File: src/rtl/regfile_pkg.sv
// Shared widths, register-index type and arbiter state encoding for the
// register-file writeback controller.
package regfile_pkg;
   localparam int XLEN      = 32;
   localparam int NREG      = 32;
   localparam int REG_IDX_W = 5;

   typedef logic [REG_IDX_W-1:0] reg_idx_t;

   typedef enum logic {
      PRI_A = 1'b0,
      PRI_B = 1'b1
   } arb_state_e;
endpackage

File: src/rtl/regfile_wb_ctrl_if.sv
// Issue, writeback and register-file write signals of the writeback controller.
// The master side drives requests; the slave side is the controller.
interface regfile_wb_ctrl_if
   import regfile_pkg::*;
#(
   parameter int XLEN = regfile_pkg::XLEN,
   parameter int NREG = regfile_pkg::NREG
);
   logic             iss_valid;
   reg_idx_t         iss_rd;
   reg_idx_t         iss_rs1;
   reg_idx_t         iss_rs2;
   logic             iss_stall;

   logic             a_valid;
   reg_idx_t         a_rd;
   logic [XLEN-1:0]  a_data;
   logic             a_ready;

   logic             b_valid;
   reg_idx_t         b_rd;
   logic [XLEN-1:0]  b_data;
   logic             b_ready;

   logic             wr_en;
   reg_idx_t         wr_addr;
   logic [XLEN-1:0]  wr_data;
   logic [NREG-1:0]  busy_o;
   logic             err_o;
   logic [31:0]      wb_cnt_o;

   modport master (
      output iss_valid, iss_rd, iss_rs1, iss_rs2,
      output a_valid, a_rd, a_data,
      output b_valid, b_rd, b_data,
      input  iss_stall, a_ready, b_ready,
      input  wr_en, wr_addr, wr_data, busy_o, err_o, wb_cnt_o
   );

   modport slave (
      input  iss_valid, iss_rd, iss_rs1, iss_rs2,
      input  a_valid, a_rd, a_data,
      input  b_valid, b_rd, b_data,
      output iss_stall, a_ready, b_ready,
      output wr_en, wr_addr, wr_data, busy_o, err_o, wb_cnt_o
   );
endinterface

File: src/rtl/rr_arb2.sv
// Two-requester round-robin arbiter: combinational grant, priority flips to the
// other requester after every grant.
module rr_arb2
   import regfile_pkg::*;
(
   input  logic clk,
   input  logic reset,
   input  logic req_a_i,
   input  logic req_b_i,
   output logic gnt_a_o,
   output logic gnt_b_o
);
   arb_state_e state_q;

   // Grants are held low while reset is asserted so nothing can handshake.
   assign gnt_a_o = !reset && req_a_i && (state_q == PRI_A || !req_b_i);
   assign gnt_b_o = !reset && req_b_i && (state_q == PRI_B || !req_a_i);

   always_ff @(posedge clk or posedge reset) begin
      if (reset) begin
         state_q <= PRI_A;
      end else if (gnt_a_o) begin
         state_q <= PRI_B;
      end else if (gnt_b_o) begin
         state_q <= PRI_A;
      end
   end
endmodule

File: src/rtl/regfile_wb_ctrl.sv
// Register-file writeback controller: busy scoreboard with issue stall,
// arbitrated ALU/load writeback into a registered write port, error and count.
module regfile_wb_ctrl
   import regfile_pkg::*;
#(
   parameter int XLEN = regfile_pkg::XLEN,
   parameter int NREG = regfile_pkg::NREG
) (
   input  logic               clk,
   input  logic               reset,
   regfile_wb_ctrl_if.slave   bus
);
   logic [NREG-1:0] busy_q, busy_d;
   logic            wr_en_q;
   reg_idx_t        wr_addr_q;
   logic [XLEN-1:0] wr_data_q;
   logic            err_q, err_d;
   logic [31:0]     wb_cnt_q, wb_cnt_d;

   logic            gnt_a, gnt_b, hs;
   reg_idx_t        hs_rd;
   logic [XLEN-1:0] hs_data;
   logic            iss_stall;

   rr_arb2 u_arb (
      .clk     (clk),
      .reset   (reset),
      .req_a_i (bus.a_valid),
      .req_b_i (bus.b_valid),
      .gnt_a_o (gnt_a),
      .gnt_b_o (gnt_b)
   );

   assign hs      = gnt_a | gnt_b;
   assign hs_rd   = gnt_a ? bus.a_rd   : bus.b_rd;
   assign hs_data = gnt_a ? bus.a_data : bus.b_data;

   // Stall looks only at registered busy bits, so a clear is seen a cycle later.
   assign iss_stall = bus.iss_valid &&
                      (busy_q[bus.iss_rs1] || busy_q[bus.iss_rs2] || busy_q[bus.iss_rd]);

   always_comb begin
      busy_d = busy_q;
      if (hs) begin
         busy_d[hs_rd] = 1'b0;
      end
      if (bus.iss_valid && !iss_stall && bus.iss_rd != '0) begin
         busy_d[bus.iss_rd] = 1'b1;
      end
      busy_d[0] = 1'b0;
   end

   assign err_d    = err_q || (hs && hs_rd != '0 && !busy_q[hs_rd]);
   assign wb_cnt_d = hs ? wb_cnt_q + 32'd1 : wb_cnt_q;

   always_ff @(posedge clk or posedge reset) begin
      if (reset) begin
         busy_q    <= '0;
         wr_en_q   <= 1'b0;
         wr_addr_q <= '0;
         wr_data_q <= '0;
         err_q     <= 1'b0;
         wb_cnt_q  <= '0;
      end else begin
         busy_q   <= busy_d;
         err_q    <= err_d;
         wb_cnt_q <= wb_cnt_d;
         // Writes to r0 are acknowledged and counted but never reach the file.
         wr_en_q  <= hs && hs_rd != '0;
         if (hs) begin
            wr_addr_q <= hs_rd;
            wr_data_q <= hs_data;
         end
      end
   end

   assign bus.iss_stall = iss_stall;
   assign bus.a_ready   = gnt_a;
   assign bus.b_ready   = gnt_b;
   assign bus.wr_en     = wr_en_q;
   assign bus.wr_addr   = wr_addr_q;
   assign bus.wr_data   = wr_data_q;
   assign bus.busy_o    = busy_q;
   assign bus.err_o     = err_q;
   assign bus.wb_cnt_o  = wb_cnt_q;
endmodule

File: src/flat_wrapper.sv
// flat-port wrapper written by rule: the top's interface ports become plain ports
module regfile_wb_ctrl_flat import regfile_pkg::*;
#(
   parameter int XLEN = regfile_pkg::XLEN,
   parameter int NREG = regfile_pkg::NREG
)
  (clk, reset, bus_iss_valid, bus_iss_rd, bus_iss_rs1, bus_iss_rs2, bus_a_valid, bus_a_rd, bus_a_data, bus_b_valid, bus_b_rd, bus_b_data, bus_iss_stall, bus_a_ready, bus_b_ready, bus_wr_en, bus_wr_addr, bus_wr_data, bus_busy_o, bus_err_o, bus_wb_cnt_o);
  regfile_wb_ctrl_if #(.XLEN(XLEN), .NREG(NREG)) bus_i ();
  input  logic clk;
  input  logic reset;
  input wire logic [$bits(bus_i.iss_valid)-1:0] bus_iss_valid;
  input wire logic [$bits(bus_i.iss_rd)-1:0] bus_iss_rd;
  input wire logic [$bits(bus_i.iss_rs1)-1:0] bus_iss_rs1;
  input wire logic [$bits(bus_i.iss_rs2)-1:0] bus_iss_rs2;
  input wire logic [$bits(bus_i.a_valid)-1:0] bus_a_valid;
  input wire logic [$bits(bus_i.a_rd)-1:0] bus_a_rd;
  input wire logic [$bits(bus_i.a_data)-1:0] bus_a_data;
  input wire logic [$bits(bus_i.b_valid)-1:0] bus_b_valid;
  input wire logic [$bits(bus_i.b_rd)-1:0] bus_b_rd;
  input wire logic [$bits(bus_i.b_data)-1:0] bus_b_data;
  output wire logic [$bits(bus_i.iss_stall)-1:0] bus_iss_stall;
  output wire logic [$bits(bus_i.a_ready)-1:0] bus_a_ready;
  output wire logic [$bits(bus_i.b_ready)-1:0] bus_b_ready;
  output wire logic [$bits(bus_i.wr_en)-1:0] bus_wr_en;
  output wire logic [$bits(bus_i.wr_addr)-1:0] bus_wr_addr;
  output wire logic [$bits(bus_i.wr_data)-1:0] bus_wr_data;
  output wire logic [$bits(bus_i.busy_o)-1:0] bus_busy_o;
  output wire logic [$bits(bus_i.err_o)-1:0] bus_err_o;
  output wire logic [$bits(bus_i.wb_cnt_o)-1:0] bus_wb_cnt_o;
  assign bus_i.iss_valid = bus_iss_valid;
  assign bus_i.iss_rd = bus_iss_rd;
  assign bus_i.iss_rs1 = bus_iss_rs1;
  assign bus_i.iss_rs2 = bus_iss_rs2;
  assign bus_i.a_valid = bus_a_valid;
  assign bus_i.a_rd = bus_a_rd;
  assign bus_i.a_data = bus_a_data;
  assign bus_i.b_valid = bus_b_valid;
  assign bus_i.b_rd = bus_b_rd;
  assign bus_i.b_data = bus_b_data;
  assign bus_iss_stall = bus_i.iss_stall;
  assign bus_a_ready = bus_i.a_ready;
  assign bus_b_ready = bus_i.b_ready;
  assign bus_wr_en = bus_i.wr_en;
  assign bus_wr_addr = bus_i.wr_addr;
  assign bus_wr_data = bus_i.wr_data;
  assign bus_busy_o = bus_i.busy_o;
  assign bus_err_o = bus_i.err_o;
  assign bus_wb_cnt_o = bus_i.wb_cnt_o;
  regfile_wb_ctrl #(.XLEN(XLEN), .NREG(NREG)) u_core (.clk(clk), .reset(reset), .bus(bus_i));
endmodule
File: config.mk
export PLATFORM = sky130hd
export DESIGN_NAME = regfile_wb_ctrl_flat
export DESIGN_NICKNAME = d
export VERILOG_FILES = /design/src/rtl/regfile_pkg.sv /design/src/rtl/regfile_wb_ctrl_if.sv /design/src/rtl/rr_arb2.sv /design/src/rtl/regfile_wb_ctrl.sv /design/src/flat_wrapper.sv
export SDC_FILE = /design/constraint.sdc
export NUM_CORES = 1
export LEC_CHECK = 0
export CORE_MARGIN = 3
export CORE_UTILIZATION = 42
export DETAILED_ROUTE_END_ITERATION = 16
export MAX_ROUTING_LAYER = met4
export PLACE_DENSITY = 0.78
export SLEW_MARGIN = 10
export SYNTH_ARGS = -nofsm -noshare
export SYNTH_HDL_FRONTEND = slang
export SYNTH_SLANG_ARGS = --single-unit
File: constraint.sdc
create_clock -name clk -period 5.9 [get_ports clk]
set_clock_uncertainty 0.05 [all_clocks]
set_input_delay 1.77 -clock clk [delete_from_list [all_inputs] [get_ports clk]]
set_output_delay 1.77 -clock clk [all_outputs]
set_load 0.005 [all_outputs]
==> results.toml, run 1 <==
[outcome]
outcome = "finished clean"

[worst_setup_path]
critPathMaxFanout = 6
crit_chain = "dlygate4sd2_1 > buf_6 > mux4_2 > mux2_4 > nand3b_1 > o311ai_2 > or4_4 > and2_4 > clkdlybuf4s15_1"
crit_start = "bus_iss_rs1[0]"
endpoint_kind = "output port"
arrival_ns = 4.01
cp_slowest_stage_delay_ns = 0.52
r2r-start = "u_core.bus.busy_o[11]"
slowest_stage = "or4_4"
worstPathRequired_ns = 4.08
start_kind = "input pin"
worstSetupPathType = "in2out"

[final_layout]
final_cell_area_sq_um = 8884
fillers = 1154
final_cells = 1008
area_delta_synth_final_pct = 43.99
antenna_cells = 0
nNetsFinal = 918
drive_above_1_share_pct = 12.44

[timing]
drv_slew = 0
period_share_pct = 98.73
hold_viol = 0
fin_ws_ns = 0.07469
whs_ns = 0.4248
relSlewSlack_pct = 40.93
setup_viol = 0
layout_min_cycle_time_ns = 5.825
rsz0062_at_grt = "false"
max_freq_mhz = 171.7
max_slew.worst_pin.slew_ns = 0.8779

[synthesis]
syn_inst = 617
netlist_top_cells_area = "dfrtp_1, mux2i_1, mux4_2, o21ai_0, nand2_1"
avgSynthCellArea_sq_um = 9.999
syn_nets = 712
synth_top_area_share_pct = 41.78
synth_seq_cells = 103
synth-seq-area-share_pct = 41.78
synth-edff-count = 0
synth_ff_type = "dfrtp_1"
yosysMostFrequentCell = "dfrtp_1"
yosysUniqueCellTypes = 58
yosysWarnings = 0
synth_common_cells = "dfrtp_1, o21ai_0, nand2_1"
syn_area_sq_um = 6170
yosysTopAreaCell = "dfrtp_1"
async_reset_ff_share_pct = 100.0

[global_route]
first_global_vias = 6078
grt_antenna_before_repair = 0
grt.overflow.total = 0
grt_max_degree = 75
grt_pass1_wl_um = 31980
gr-usage-all-layers_pct = 25.43

[power]
total_power_mw = 2.644
power_density_nw_per_um2 = 297.6
leakagePower_nw = 3.765
ir_drop_uv = 205.7

[routing]
ant_nets = 0
vias = 6049
drt_wl_total_um = 20420
drc = 0
vias_per_cell = 6.001
wl_per_cell_um = 20.26
drt_iter0_drc = 421
first_pass_iters = 7

[clock_network]
clock_latency_ns = 0.36
cts.clk_slew.worst_paths_ns = 0.07
root_buffer = "clkbuf_16"
htreeDepth = 3
cts_sinks = 103
numCtsBuffers = 9
cts_hold_buf = 0
clk_path_buf_depth = 2
cts_tree = "built"

[place]
dp_cells = 989
pre_cts_ws_ns = -0.5304
dpl_cell_area_sq_um = 8481
place.gp.congestion = 0.9839
dpl.hpwl_um = 14940
port_buffers = 198

[die]
die_area_sq_um = 16180
placementRows = 43
core-area_sq_um = 14150
die_h_um = 127.2
chipWidth_um = 127.2
num_io_pins = 200
start_util_pct = 43.60

[min_path]
hold_class = "reg2reg"
worstHoldStart = "u_core.bus.err_o"

[job]
maxCapViolations = 0
==> registers in the layout (all words and copies together) (netlist names) <==
register	cells
u_core.bus.busy_o	31
u_core.bus.wr_addr	5
u_core.bus.err_o	1
u_core.bus.wb_cnt_o	32
u_core.u_arb.state_q	1
u_core.bus.wr_en	1
u_core.bus.wr_data	32
==> metrics by stage <==
stage	TNS [ns]	utilization, %
final	0	62.78
after CTS	0	62.61
after detailed placement	-0.5304	59.93
after global placement	-0.5112	59.93
after floorplan	0	-
after global routing	0	62.78
==> logic make-up after synthesis <==
| group | after synthesis | share of synthesized area (%) |
|---|---|---|
| other | 1 | 0.06078 |
| buffers and inverters | 53 | 3.589 |
| XOR/XNOR | 31 | 4.401 |
| AND/OR/NAND/NOR | 190 | 15.21 |
| AO/OA/AOI/OAI | 164 | 18.60 |
| adder cells (fa/ha/maj) | 1 | 0.2028 |
| multiplexers | 74 | 16.16 |
| flip-flops | 103 | 41.78 |
==> worst paths after layout <==
check,end,slack (ns),cells after the start
worst max register to register,u_core.bus.busy_o[1],2.96,7
worst min-delay path,u_core.bus.err_o,0.42,2
min in group asynchronous,u_core.bus.wr_data[25],2.02,3
max in group asynchronous,u_core.bus.busy_o[4],2.57,4
worst max-delay path,bus_iss_stall,0.07,9
worst min register to register,u_core.bus.err_o,0.42,2
==> repair_timing <==
item	CTS	global route
endpoints found under the setup margin	1	1
pin swaps	2	3
resized for setup	14	7
cloned	0	0
setup buffers	3	0
==> report_power, final <==
group | internal (mW) | switching (mW)
Clock | 0.390 | 0.280
Combinational | 0.529 | 0.363
Sequential | 0.831 | 0.251
Total | 1.75 | 0.893
==> per-layer routing <==
layer / track usage (%) / part of all wire, %
met2: 39.26 / 47
met1: 31.75 / 38
met5: - / 0
met4: 10.41 / 3.9
met3: 7.065 / 11
==> critical path: cells and delay by family <==
family	cells	cell delay, ns
AO/OA/AOI/OAI	1	0.11
buffers and inverters	3	0.54
multiplexers	2	0.78
AND/OR/NAND/NOR	3	0.79
==> layout by cell type (no fill, tap or decap), drive strengths merged, types with 13 or more instances in the layout <==
cell type        n
dfrtp          103
inv             13
nand2           72
nand2b          16
mux4            20
o21ai           80
nand3           28
clkdlybuf4s50  190
nor2            22
mux2i           49
xnor2           25
o31ai           14
o41ai           17
buf             38
==> cell type report <==
class	count	area (sq um)	share of cell area, %
Sequential cell	103	2577	29.01
Multi-Input combinational cell	461	3413	38.42
Clock inverter	6	101.3	1.141
Tap cell	180	225.2	2.535
Inverter	12	48.80	0.5493
Clock buffer	10	239.0	2.690
Timing Repair Buffer	236	2278	25.65
(Power assumes the default switching activity.)
==> run 2, diff against run 1 <==
--- a/config.mk
+++ b/config.mk
@@ -10,7 +10,9 @@
 export DETAILED_ROUTE_END_ITERATION = 16
 export MAX_ROUTING_LAYER = met4
 export PLACE_DENSITY = 0.78
+export RECOVER_POWER = 50
 export SLEW_MARGIN = 10
 export SYNTH_ARGS = -nofsm -noshare
 export SYNTH_HDL_FRONTEND = slang
 export SYNTH_SLANG_ARGS = --single-unit
+export TNS_END_PERCENT = 30
==> run 2 against run 1 <==
Net effect: the run now ends with max-capacitance violations, max-slew violations left; non-clock buffer count unchanged; worst hold slack worse by 0.0054 ns; die area is the same; global-route usage unchanged.
==> results.toml, run 2 (same netlist as run 1, synthesis figures left out) <==
[outcome]
outcome = "complete, but fails checks"
violations = "max-capacitance violations, max-slew violations"

[die]
placementRows = 43
die_h_um = 127.2
chipWidth_um = 127.2
core-area_sq_um = 14150
die_area_sq_um = 16180
num_io_pins = 200
start_util_pct = 43.60

[routing]
drc = 0
first_pass_iters = 5
ant_nets = 0
drt_wl_total_um = 20370
wl_per_cell_um = 20.21
drt_iter0_drc = 473
vias_per_cell = 5.975
vias = 6023

[clock_network]
cts.clk_slew.worst_paths_ns = 0.07
htreeDepth = 3
root_buffer = "clkbuf_16"
cts_tree = "built"
cts_sinks = 103
numCtsBuffers = 9
clk_path_buf_depth = 2
cts_hold_buf = 0
clock_latency_ns = 0.35

[timing]
rsz0062_at_grt = "false"
relSlewSlack_pct = -41.53
max_freq_mhz = 171.6
setup_viol = 0
max_slew.worst_pin.slew_ns = 2.123
hold_viol = 0
whs_ns = 0.4194
period_share_pct = 98.79
drv_slew = 40
layout_min_cycle_time_ns = 5.829

[global_route]
gr-usage-all-layers_pct = 25.43
grt_max_degree = 75
first_global_vias = 6078
grt.overflow.total = 0
grt_antenna_before_repair = 0
grt_pass1_wl_um = 31980

[place]
port_buffers = 198
place.gp.congestion = 0.9839
dpl.hpwl_um = 14940

[worst_setup_path]
reg2reg_depth = 7
worstSetupPathType = "in2out"
start_kind = "input pin"
worstPathRequired_ns = 4.08
endpoint_kind = "output port"
critPathMaxFanout = 6
arrival_ns = 4.01

[min_path]
hold_class = "reg2reg"
holdPathStages = 2

[power]
leakagePower_nw = 3.954
power_density_nw_per_um2 = 291.5
ir_drop_uv = 205.1

[final_layout]
final_cell_mix = "dlygate4sd3_1, dfrtp_1, clkdlybuf4s50_1"
regArea_sq_um = 2577
multi_input_area_sq_um = 3413
fin_util_pct = 62.73
drive_above_1_share_pct = 12.08
area_delta_synth_final_pct = 43.87
fillers = 1156
nNetsFinal = 918
antenna_cells = 0

[job]
maxCapViolations = 1
-- run 2: critical path, stage by stage --
cell             delay [ns]
dlygate4sd2_1          0.21
buf_6                  0.13
mux4_2                 0.51
mux2_4                 0.28
nand3b_1               0.10
o311ai_2               0.12
or4_4                  0.52
and2_4                 0.17
clkdlybuf4s15_1        0.19
-- run 2: routing by layer --
metal  vias up  global-route usage (%)  part of all wire [%]
li1       2704                       -                     -
met3        68                   7.065                    11
met2       369                   39.26                    46
met5         -                       -                     0
met4         0                   10.41                   4.4
met1      2882                   31.75                    39
-- run 2: area by class of cell --
| cell class | count | share of cell area, % |
|---|---|---|
| Multi-Input combinational cell | 461 | 38.46 |
| Sequential cell | 103 | 29.04 |
| Timing Repair Buffer | 236 | 25.59 |
| Clock buffer | 10 | 2.692 |
| Tap cell | 180 | 2.537 |
| Clock inverter | 6 | 1.142 |
| Inverter | 12 | 0.5498 |
-- run 2: per-stage QoR --
stage	TNS (ns)	total power, mW	area, sq um	setup WS (ns)	cells
finish	0	2.587	8876	0.07115	1008
floorplan	0	1.415	6173	0.1568	617
global placement	-0.5112	1.912	8481	-0.5112	989
detailed placement	-0.5304	1.948	8481	-0.5304	989
global route	0	2.701	8876	0.01285	1008
CTS	0	2.633	8860	0.004323	1008
-- run 2: what timing repair did --
action | 4_1_cts | 5_1_grt
gates resized for setup | 14 | 7
setup buffers | 3 | 0
endpoints found under the setup margin | 1 | 1
pin swaps | 2 | 3
-- run 2: final timing paths --
| check | end | slack [ns] | start |
|---|---|---|---|
| worst max-delay path | bus_iss_stall | 0.07 | bus_iss_rs1[0] |
| worst min-delay path | u_core.bus.err_o | 0.42 | u_core.bus.err_o |
| worst max register to register | u_core.bus.busy_o[3] | 2.97 | u_core.bus.busy_o[11] |
| worst min register to register | u_core.bus.err_o | 0.42 | u_core.bus.err_o |
| max in group asynchronous | u_core.bus.busy_o[14] | 1.27 | reset |
| min in group asynchronous | u_core.bus.wr_data[25] | 2.76 | reset |
-- run 2: report_power, final --
part | internal (mW) | switching [mW] | leakage (nW)
clock | 0.390 | 0.279 | 0.162
sequential | 0.831 | 0.243 | 1.32
combinational | 0.482 | 0.362 | 2.47
total | 1.70 | 0.884 | 3.95
==> RTL edit: new RTL, flow settings as in run 1 <==
Reset style: synchronous (`reset`), changed in 2 clocked blocks.
--- a/src/rtl/rr_arb2.sv
+++ b/src/rtl/rr_arb2.sv
@@ -16,7 +16,7 @@
    assign gnt_a_o = !reset && req_a_i && (state_q == PRI_A || !req_b_i);
    assign gnt_b_o = !reset && req_b_i && (state_q == PRI_B || !req_a_i);
 
-   always_ff @(posedge clk or posedge reset) begin
+   always_ff @(posedge clk) begin
       if (reset) begin
          state_q <= PRI_A;
       end else if (gnt_a_o) begin
--- a/src/rtl/regfile_wb_ctrl.sv
+++ b/src/rtl/regfile_wb_ctrl.sv
@@ -53,7 +53,7 @@
    assign err_d    = err_q || (hs && hs_rd != '0 && !busy_q[hs_rd]);
    assign wb_cnt_d = hs ? wb_cnt_q + 32'd1 : wb_cnt_q;
 
-   always_ff @(posedge clk or posedge reset) begin
+   always_ff @(posedge clk) begin
       if (reset) begin
          busy_q    <= '0;
          wr_en_q   <= 1'b0;
Check against the original RTL: differs if reset is asserted again (counterexample within 4 cycles, from zero or initial values and one cycle with reset high); with reset held inactive, the same outputs for 4 cycles.
==> RTL edit against run 1 <==
Via count down 5.1%; worst setup slack lost 0.036 ns; area after synthesis decreased by 13%; final cell count down 3.5%; routed wire length decreased by 3.8%; sequential cell count did not move; register-to-register slack about the same; design area shrank 10%; global-route usage increased by 2.0 points; critical path depth shrank 1; critical endpoint unchanged.
Power is not compared: it rests on default switching activity, and its combinational part moved more than twofold at a synthesized area within 25%.
==> RTL edit: results (changes against run 1) <==
- The number of combinational gates with multiple inputs came to 453 (was 461).
- The final weighted congestion in routability-driven placement is 0.9673 (was 0.9839).
- The detailed-router iteration count before antenna repair is 6 (was 7).
- Leading post-synthesis cells by instance count: 103 x sky130_fd_sc_hd__dfxtp_1, 99 x sky130_fd_sc_hd__nand2_1, 69 x sky130_fd_sc_hd__nor2_1 (was 103 x sky130_fd_sc_hd__dfrtp_1, 79 x sky130_fd_sc_hd__o21ai_0, 72 x sky130_fd_sc_hd__nand2_1).
- Status: finished clean (unchanged).
- The highest fanout seen on the critical path is 13 (was 6).
- The cell area reported after detailed placement is 0.007582 mm² (was 0.008481 mm²).
- The number of global-route vias before repair was 5,473 (was 6,078).
- The number of nets produced by synthesis is 699 (was 712).
- The source of the worst register-to-register timing path is u_core.bus.busy_o[21]$_SDFF_PP0_ (was u_core.bus.busy_o[11]$_DFF_PP0_).
- The flop-to-flop setup slack came to 2.95 ns (was 2.96 ns).
- The worst slack at placement is -0.3640 ns (was -0.5304 ns).
- The routed via count divided by cell count is 5.897 (was 6.001).
- The beginning of the worst hold path is u_core.u_arb.state_q$_SDFFE_PP0N_ (was u_core.bus.err_o$_DFF_PP0_).
- The multi-input logic portion of the cell area came to 0.3968 (was 0.3842).
- The destination of the worst register-to-register timing path is u_core.bus.busy_o[9]$_SDFF_PP0_ (was u_core.bus.busy_o[1]$_DFF_PP0_).
- The transition time at the pin with the least slew margin is 0.7624 ns (was 0.8779 ns).
- The number of ordinary inverters in the final layout is 7 (was 12).
- The number of distinct library cell variants in the gate-level netlist after synthesis is 44 (was 58).
- The clock distribution area overhead in the final layout is 0.03919 (was 0.03831).
- The count of filler cells inserted in the layout is 1,018 (was 1,154).
- The area of all sequential standard cells came to 0.002062 mm² (was 0.002577 mm²).
- The sequential portion of the cell area was 0.2583 (was 0.2901).
- The maximum VDD drop is 153.3 µV.
- The iteration-0 DRC count of the detailed router is 625 (was 421).
- The total number of nets in the final design is 895 (was 918).
- The layout buffer count excluding clock buffers is 226 (was 236).
- The length in cells of the worst reg-to-reg path is 9 (was 7).
- The detail-routed net length per standard cell is 20.18 µm (was 20.26 µm).
- The wire length of the first global-routing pass is 30,180 µm (was 31,980 µm).
- The largest net degree at the start of global routing was 80 (was 75).
- Main area contributors after synthesis: sky130_fd_sc_hd__dfxtp_1 38%, sky130_fd_sc_hd__mux4_2 13%, sky130_fd_sc_hd__nand2_1 6.9% (was sky130_fd_sc_hd__dfrtp_1 42%, sky130_fd_sc_hd__mux2i_1 7.9%, sky130_fd_sc_hd__mux4_2 7.3%).
- The arrival time of the worst setup path is 4.04 ns (was 4.01 ns).
- The fraction of cell area in non-clock buffers came to 0.2761 (was 0.2565).
- The count of input and output buffers came to 198 (unchanged).
- The number of clock buffers in the layout came to 9 (was 10).
- The fraction of registers with async set or reset after synthesis is 0 (was 1.000).
- The proportion of layout cells with a drive suffix above 1 is 0.1168 (was 0.1244).
- The number of antenna violations at the first check in global routing is 0 (unchanged).
- The placed wire-length estimate after detailed placement came to 14,190 µm (was 14,940 µm).
-- RTL edit: cell types whose count changed after synthesis, sizes merged, moves of 27 or more --
cell,run 1,this run
dfxtp,0,103
mux2i,49,15
dfrtp,103,0
nand2,72,99
a311oi,3,34
nor2,22,69
o21ai,80,40
-- RTL edit: where the power goes --
group / internal (mW) / total (mW) / switching, mW
clock network: 0.338 / 0.632 / 0.293
registers: 0.720 / 0.738 / 0.0177
logic: 0.156 / 0.286 / 0.130
-- RTL edit: routing by layer --
metal  vias up  global-route usage  part of all wire
li1       2608                   -                 -
met4         0              0.1059             0.036
met2       307              0.4451              0.49
met3        67             0.05603             0.069
met1      2756              0.3364              0.41
met5         -                   -                 0
-- RTL edit: what timing repair did --
action,CTS,global route
setup endpoints to repair,1,1
pin swaps,2,2
endpoints found under the hold margin,0,0
setup buffers,3,4
gates resized for setup,12,7
cloned,1,0
-- RTL edit: through the flow --
| stage | setup TNS, ns | hold WS, ns | instances | utilization | power [mW] |
|---|---|---|---|---|---|
| final | 0 | 0.4407 | 973 | 0.6509 | 1.655 |
| after global routing | -0.02402 | 0.4603 | 973 | 0.6509 | 1.712 |
| after CTS | 0 | 0.4398 | 969 | 0.6478 | 1.657 |
| after detailed placement | -0.3640 | 0.4230 | 949 | 0.6184 | 1.031 |
| after global placement | -0.3334 | 0.4120 | 949 | 0.6184 | 1.025 |
| after floorplan | 0 | 0.4039 | 604 | - | 0.8739 |
-- RTL edit: critical path, stage by stage --
cell	delay, ns
sky130_fd_sc_hd__clkdlybuf4s50_1	0.51
sky130_fd_sc_hd__buf_12	0.15
sky130_fd_sc_hd__mux4_2	0.51
sky130_fd_sc_hd__a311oi_2	0.29
sky130_fd_sc_hd__a31oi_1	0.10
sky130_fd_sc_hd__nor3_4	0.20
sky130_fd_sc_hd__nor2b_1	0.06
sky130_fd_sc_hd__clkdlybuf4s50_1	0.44
-- RTL edit: worst max-delay path by stage --
stage                   start            end  slack, ns  cells past startpoint
6_report        bus_iss_rd[0]  bus_iss_stall       0.04                      8
5_1_grt         bus_iss_rd[0]  bus_iss_stall      -0.02                      8
4_1_cts         bus_iss_rd[0]  bus_iss_stall     0.0005                      8
3_5_place_dp   bus_iss_rs1[0]  bus_iss_stall      -0.36                      9
3_3_place_gp   bus_iss_rs1[0]  bus_iss_stall      -0.33                      9
2_1_floorplan  bus_iss_rs2[0]  bus_iss_stall       0.60                      6
-- RTL edit: cell families (layout without fill, tap and decap cells) --
family,Yosys count,count (layout),share of synthesized area
fa+ha+maj,1,1,0.002319
flops,103,103,0.3822
xor+xnor,24,24,0.03896
simple gates,253,253,0.2148
buf+inv,48,249,0.03641
other cells,1,1,0.0006951
compound gates,123,123,0.1570
mux,51,51,0.1677
